<file path="src/rtl/pot_axis_emulator.sv">
// pot_axis_emulator: Atari 5200 POKEY pot-scan emulation from analog/digital controller axes.
module pot_axis_emulator #(
  parameter int POT_CENTER = 114,
  parameter int POT_MAX    = 228
) (
  input  logic        CLK,
  input  logic        RESET_N,
  input  logic        LINE_TICK,
  input  logic        FAST_TICK,
  input  logic        FAST_SCAN,
  input  logic        POTGO,
  input  logic [63:0] AXES,
  input  logic [3:0]  ANALOG_EN,
  input  logic [15:0] JOY_DIR,
  output logic [7:0]  POT_DONE,
  output logic [7:0]  ALLPOT,
  output logic [63:0] POT_VALUES,
  output logic [7:0]  SCAN_COUNT
);
  typedef enum logic {IDLE, SCAN} state_t;
  state_t     r_state;
  logic [7:0] r_count;
  logic [7:0] r_done;
  logic [7:0] r_val [8];
  logic [7:0] r_tgt [8];
  logic [7:0] w_tgt [8];
  logic       w_lo  [8];
  logic       w_hi  [8];
  logic       w_tick;
  logic [7:0] w_next;
  assign w_tick = FAST_SCAN ? FAST_TICK : LINE_TICK;
  assign w_next = r_count + 8'd1;
  // Mapped targets stay within 2..226, so wrap-around 8-bit arithmetic is exact.
  always_comb begin
    for (int i = 0; i < 8; i++) begin
      w_lo[i]  = JOY_DIR[4*(i/2) + 1 + 2*(i%2)];
      w_hi[i]  = JOY_DIR[4*(i/2) + 2*(i%2)];
      w_tgt[i] = ANALOG_EN[i/2]
        ? 8'(POT_CENTER) + AXES[8*i +: 8] - {{3{AXES[8*i+7]}}, AXES[8*i+3 +: 5]}
        : (w_lo[i] && !w_hi[i]) ? 8'd2
        : (w_hi[i] && !w_lo[i]) ? 8'(POT_MAX - 2)
        : 8'(POT_CENTER);
    end
  end
  always_ff @(posedge CLK or negedge RESET_N) begin
    if (!RESET_N) begin
      r_state <= IDLE;
      r_count <= 8'(POT_MAX);
      r_done  <= '1;
      for (int i = 0; i < 8; i++) begin
        r_val[i] <= 8'(POT_MAX);
        r_tgt[i] <= 8'(POT_CENTER);
      end
    end else if (POTGO) begin
      r_state <= SCAN;
      r_count <= '0;
      r_done  <= '0;
      for (int i = 0; i < 8; i++) r_tgt[i] <= w_tgt[i];
    end else if (r_state == SCAN && w_tick) begin
      r_count <= w_next;
      for (int i = 0; i < 8; i++)
        if (!r_done[i] && (w_next == r_tgt[i] || w_next == 8'(POT_MAX))) begin
          r_done[i] <= 1'b1;
          r_val[i]  <= w_next;
        end
      if (w_next == 8'(POT_MAX)) r_state <= IDLE;
    end
  end
  // Unfinished pots read the live counter, as real POKEY does.
  for (genvar g = 0; g < 8; g++) begin : g_pot
    assign POT_VALUES[8*g +: 8] = r_done[g] ? r_val[g] : r_count;
  end
  assign POT_DONE   = r_done;
  assign ALLPOT     = ~r_done;
  assign SCAN_COUNT = r_count;
endmodule
</file>
<file path="config.mk">
export PLATFORM = sky130hd
export DESIGN_NAME = pot_axis_emulator
export DESIGN_NICKNAME = d
export VERILOG_FILES = /design/src/rtl/pot_axis_emulator.sv
export SDC_FILE = /design/constraint.sdc
export NUM_CORES = 1
export LEC_CHECK = 0
export BUFFER_PORTS_ARGS = -buffer_cell sky130_fd_sc_hd__buf_2
export CORE_AREA = 10 10 152 154
export CTS_CLUSTER_DIAMETER = 120
export DETAILED_ROUTE_END_ITERATION = 8
export DIE_AREA = 0 0 162 164
export PLACE_DENSITY = 0.81
export SYNTH_ARGS = -nofsm -noshare
export SYNTH_HDL_FRONTEND = slang
export SYNTH_SLANG_ARGS = --single-unit
</file>
<file path="constraint.sdc">
create_clock -name CLK -period 3.6 [get_ports CLK]
set_input_delay 0.18 -clock CLK [delete_from_list [all_inputs] [get_ports CLK]]
set_output_delay 0.18 -clock CLK [all_outputs]
set_load 0.005 [all_outputs]
</file>
Word level (Yosys, flattened, before mapping)
Index checks and enable logic that the tools add are counted.
- flip-flop bits (word level): 145
- input bits: 90
- $add $sub $neg: 17
- eq/ne operators: 9
- mux-type cells: 48
- bitwise logic cells: 2
- reduce and logical (&&, ||, !) cells: 84
- operators by type and width (kind ; number):
    $mux W8 ; 36
    $add A7 B8 Y8 const A ; 8
    $eq A8 B8 Y1 ; 8
    $sub A8 B8 Y8 ; 8
    $logic_and A1 B1 Y1 ; 25
    $logic_not A1 Y1 ; 24
    $reduce_and A3 Y1 ; 8
    $reduce_bool A2 Y1 ; 10
    $reduce_and A2 Y1 ; 9
    $mux W1 ; 12
    $add A8 B1 Y8 const B ; 1
    $eq A8 B8 Y1 const B ; 1
    $logic_or A1 B1 Y1 ; 8
    $not A8 Y8 ; 1
    $not A1 Y1 ; 1

Logic depth before layout (Yosys ltp)
- depth after elaboration: 7
- gate-level depth with buffers: 13
- mapped depth without buffers: 13

Worst setup path before layout
No wires, ideal clock.
- path type: register to register
- start: register r_count[0] (netlist: SCAN_COUNT[0])
- end: register r_val[1] in the netlist's numbering
- setup time: 0.125 ns
- arrival time: 2.823 ns
- slack: 0.652 ns
- stages on the path, launching flop included: 11
- path buffers: 2
- period minus slack after synthesis: 2.948 ns
- path through: dfrtp_1 -> ha_1 -> clkbuf_1 -> clkbuf_1 -> xnor2_1 -> o211a_1 -> nand4_1 -> nor4_1 -> nand2_1 -> a21oi_2 -> mux2_2
- word-level cells in the longest chain between the ends: 5
- elaborated cells between the ends (all ways): 6
- ends and longest elaborated chain (what ; RTL line ; RTL):
    from (decl) ; 22 ; logic [7:0] r_count;
    from (signal assigned) ; 48 ; r_count <= 8'(POT_MAX);
    from (signal assigned) ; 60 ; r_count <= w_next;
    $add A8 B1 Y8 (*) ; 32 ; assign w_next = r_count + 8'd1;
    named net w_next[1] ; 30 ; logic [7:0] w_next;
    $eq A8 B8 Y1 ; 62 ; if (!r_done[i] && (w_next == r_tgt[i] || w_next == 8'(POT_MAX))) begin
    $logic_or A1 B1 Y1 ; 62 ;
    $logic_and A1 B1 Y1 ; 62 ;
    $reduce_and A3 Y1 (no line) ; - ;
    to (signal, indexed assignment) ; 51 ; r_val[i] <= 8'(POT_MAX);
    to (signal, indexed assignment) ; 64 ; r_val[i] <= w_next;
    to (decl) ; 24 ; logic [7:0] r_val [8];
Mark *: on every way through the listed nets, which the timed path passes. The rest lies on a longest branch.
A chain may end at the register's enable or synchronous reset.

Final worst setup path
- start: register r_count[2] (netlist: SCAN_COUNT[2])
- end: register r_val[59] in the netlist's numbering
- word-level cells in the longest chain between the ends: 5
- elaborated cells between the ends (all ways): 6
- ends and longest elaborated chain (what ; RTL line):
    $add A8 B1 Y8 (*) ; 32
    $eq A8 B8 Y1 ; 62
    $logic_or A1 B1 Y1 ; 62
    $logic_and A1 B1 Y1 ; 62
    $reduce_and A3 Y1 (no line) ; -
Every way passes the cells marked *; elsewhere a longest branch is shown, timed or not.

==> metrics.md <==
| Metric | Value |
|---|---|
| EDFF count, synth | `0` |
| Path class of the lowest-slack min-delay path | `input port to flop` |
| Clock tree from TritonCTS | `yes` |
| Count of distinct cell types in the synthesized netlist | `69` |
| Layout overhead on the synthesized area | `15.2%` |
| Worst setup skew after layout | `0.00862 ns` |
| Total number of nets in the final design | `1616` |
| Max Freq | `299 MHz` |
| Register area share after synthesis | `32.2%` |
| Design area | `13300 sq um` |
| Main flop type after synthesis | `sky130_fd_sc_hd__dfstp_2` |
| Flops & latches, synth | `145` |
| Crit path arrival time | `3.66 ns` |
| Synth Area per Inst | `9.35 sq um` |
| Slew HR | `32.6%` |
| Setup repair after global routing missed its margin | `false` |
| Total negative setup slack | `0 ns` |
| Slew Viols, Final | `0` |
| Most common library cell in the layout ignoring fill and taps | `sky130_fd_sc_hd__inv_1` |
| Post-synthesis xor/xnor area fraction | `8.70%` |
| Via count normalized by instance count | `5.66` |
| Source-to-sink clock delay at the later pin of the worst-skew pair | `0.43 ns` |
| Final critical-path share of the clock period | `93.0%` |
| Mux contribution to synthesized area | `10.7%` |
| Largest area contributor in the synthesized netlist | `sky130_fd_sc_hd__dfstp_2` |
| Floorplan die width | `162 um` |
| Global route total overflow | `0` |
| Global-route wire length before repair | `48.8 mm` |
| Clock Pin Slew Worst Setup and Hold Paths | `0.06 ns` |
| Worst hold slack after final layout | `0.0826 ns` |
| Buffers from clock root to sink, at most | `2` |
| Largest cells by area after synthesis | `sky130_fd_sc_hd__dfstp_2, sky130_fd_sc_hd__dfrtp_1, sky130_fd_sc_hd__ha_1` |
| Time the worst path needs with I/O delays and setup | `3.35 ns` |
| Core Rows | `52` |
| Count of clock tree sinks | `145` |
| Setup slack at placement | `0.233 ns` |
| Synth Area in Simple Gates | `9.39%` |
| Leakage power | `6.73 nW` |
| Antenna violation net count after detailed routing | `0` |
| Total nets after synthesis | `1457` |
| CTS buffer count | `17` |
| Slew at the pin closest to its max-slew limit | `1.01 ns` |
| Standard cell area after detailed placement | `12700 sq um` |
| Kind of start point of the critical path | `flop` |
| Final number of setup-violating endpoints | `0` |
| Average detailed-routed wire length per instance | `17.9 um` |
| Dpl hpwl | `23.3 mm` |
| Total of warnings raised by yosys | `0` |
| Via count of the first global-routing pass | `9727` |
| Proportion of layout cells with a drive suffix above 1 | `29.1%` |
| Remaining routing DRC violations | `0` |
| Number of buffers inserted by post-CTS setup repair | `0` |
| First-pass iteration count of the detailed router | `5` |
| Final wirelength | `30.1 mm` |
| Status | `complete, no violations` |
| Clock Root Buffer | `sky130_fd_sc_hd__clkbuf_16` |
| Chain of cells forming the critical path | `buf_4, a31oi_1, a211oi_1, o21ai_0, or4b_1, or2_4, a21oi_4, mux2_2` |
| Area of the core region | `20000 sq um` |
| Worst setup EP type | `flop` |
| Largest family of logic cells by synthesized area | `compound AO/OA/AOI/OAI gates` |
| Largest voltage drop on the vdd net | `0.000232 V` |
| PnR worst setup slack | `0.253 ns` |
| Final Wtd Congestion | `0.911` |
| Pwr Density | `375 nW/um^2` |
| Total die area | `26600 sq um` |
| Effective utilization at floorplan | `57.8%` |
| Overall via count from detail_route | `9505` |
| Crit path required time | `3.91 ns` |
| CP max FO | `18` |
| Fraction of synthesized cell area taken by the top area cell type | `17.2%` |
| Netlist Area Pre-Place | `11600 sq um` |
| Ant diodes | `0` |
| Count of maximum capacitance violations | `0` |
| Top library cells by usage in the layout, fill and taps aside | `sky130_fd_sc_hd__inv_1, sky130_fd_sc_hd__buf_2, sky130_fd_sc_hd__ha_1, sky130_fd_sc_hd__mux2_2, sky130_fd_sc_hd__a21oi_1` |
| Count of placed standard cells in the final layout, fillers left out | `1680` |
| Final count of hold timing violations | `0` |
| Asr flop ratio synth | `100%` |
| Cell at the slowest stage of the critical path | `sky130_fd_sc_hd__dfstp_2` |
| Gate Count Post-Synth | `1238` |
| I/O Buffers | `177` |
| Critical path type | `flop to flop` |
| Cells after DPL | `1647` |
| Violation count after the first detailed-routing iteration | `675` |
| H-tree depth | `4` |
| Height of the die | `164 um` |
| Post-synthesis adder-cell area fraction | `14.5%` |
| # IOs | `178` |
| All-Layer GR Usage | `22.7%` |
| Synthesized-area fraction occupied by ao, oa, aoi and oai cells | `15.7%` |
| Critical path's largest stage delay | `0.72 ns` |
| Number of antenna violations at the first check in global routing | `0` |
| Maximum number of pins on one net before global-route repair | `82` |
==> layer usage <==
layer	up-vias	global-route usage, %	wire [um]
li1	4551	-	-
met1	4557	28.4	12900
met2	350	37.5	14100
met3	47	6.28	2510
met4	0	6.45	523
met5	-	0	0
==> flip-flops by register name, indices dropped and copies added, names as in the netlist <==
name and cells:
r_state 1, r_val 64, SCAN_COUNT 8, POT_DONE 8, r_tgt 64
==> metrics by stage <==
| stage | power [mW] | util, % |
|---|---|---|
| 2_1_floorplan | 2.80 | - |
| 3_3_place_gp | 3.15 | 63.5 |
| 3_5_place_dp | 3.19 | 63.5 |
| 4_1_cts | 5.02 | 66.5 |
| 5_1_grt | 5.27 | 66.6 |
| 6_report | 5.00 | 66.6 |
==> power by group <==
group / internal (mW) / switching [mW] / leakage (nW)
sequential: 1.82 / 0.159 / 1.63
combinational: 0.575 / 0.639 / 4.81
clock: 1.11 / 0.694 / 0.289
==> layout make-up <==
class / count / area, sq um
Fill cell: 1599 / 6700
Inverter: 194 / 728
Sequential cell: 145 / 3720
Clock buffer: 21 / 450
Clock inverter: 11 / 154
Tap cell: 270 / 338
Multi-Input combinational cell: 833 / 6840
Timing Repair Buffer: 206 / 1110
==> timing repair <==
| item | in CTS | in global routing |
|---|---|---|
| hold buffers | 1 | 0 |
| endpoints found under the hold margin | 39 | 0 |
| gates resized for setup | 0 | 2 |
| setup endpoints to repair | 0 | 7 |
==> critical path: cells and delay by family (launching register included) <==
kind | cells | cell delay, ns
AO/OA/AOI/OAI | 4 | 0.94
AND/OR/NAND/NOR | 2 | 0.91
flip-flops | 1 | 0.72
multiplexers | 1 | 0.38
buffers and inverters | 1 | 0.28
==> synthesized netlist by cell type (20+ instances only) <==
cell	number
sky130_fd_sc_hd__o21ai_0	56
sky130_fd_sc_hd__dfstp_2	76
sky130_fd_sc_hd__nor2_1	74
sky130_fd_sc_hd__xor2_1	22
sky130_fd_sc_hd__mux2i_1	26
sky130_fd_sc_hd__xnor2_1	68
sky130_fd_sc_hd__nor2b_1	20
sky130_fd_sc_hd__ha_1	121
sky130_fd_sc_hd__mux2_2	85
sky130_fd_sc_hd__a21oi_1	79
sky130_fd_sc_hd__nand2_1	48
sky130_fd_sc_hd__dfrtp_1	69
sky130_fd_sc_hd__nand3_1	24
sky130_fd_sc_hd__inv_1	192
sky130_fd_sc_hd__clkbuf_1	33
==> cells by family after synthesis <==
kind of cell    count (synthesis)
mux                           113
compound gates                270
xor+xnor                      100
simple gates                  221
flops                         145
buf+inv                       260
fa+ha+maj                     129
==> final timing paths <==
path / cells after the start / slack [ns] / startpoint / endpoint
min reg2reg: 1 / 0.50 / r_val[49] / r_val[49]
max reg2reg: 8 / 0.25 / SCAN_COUNT[2] / r_val[59]
min: 3 / 0.08 / AXES[51] / r_tgt[8]
max: 8 / 0.25 / SCAN_COUNT[2] / r_val[59]
min in group asynchronous: 2 / 0.34 / RESET_N / r_val[48]
max in group asynchronous: 3 / 2.29 / RESET_N / r_tgt[12]
Note: power is estimated with default switching activity, not from simulation.
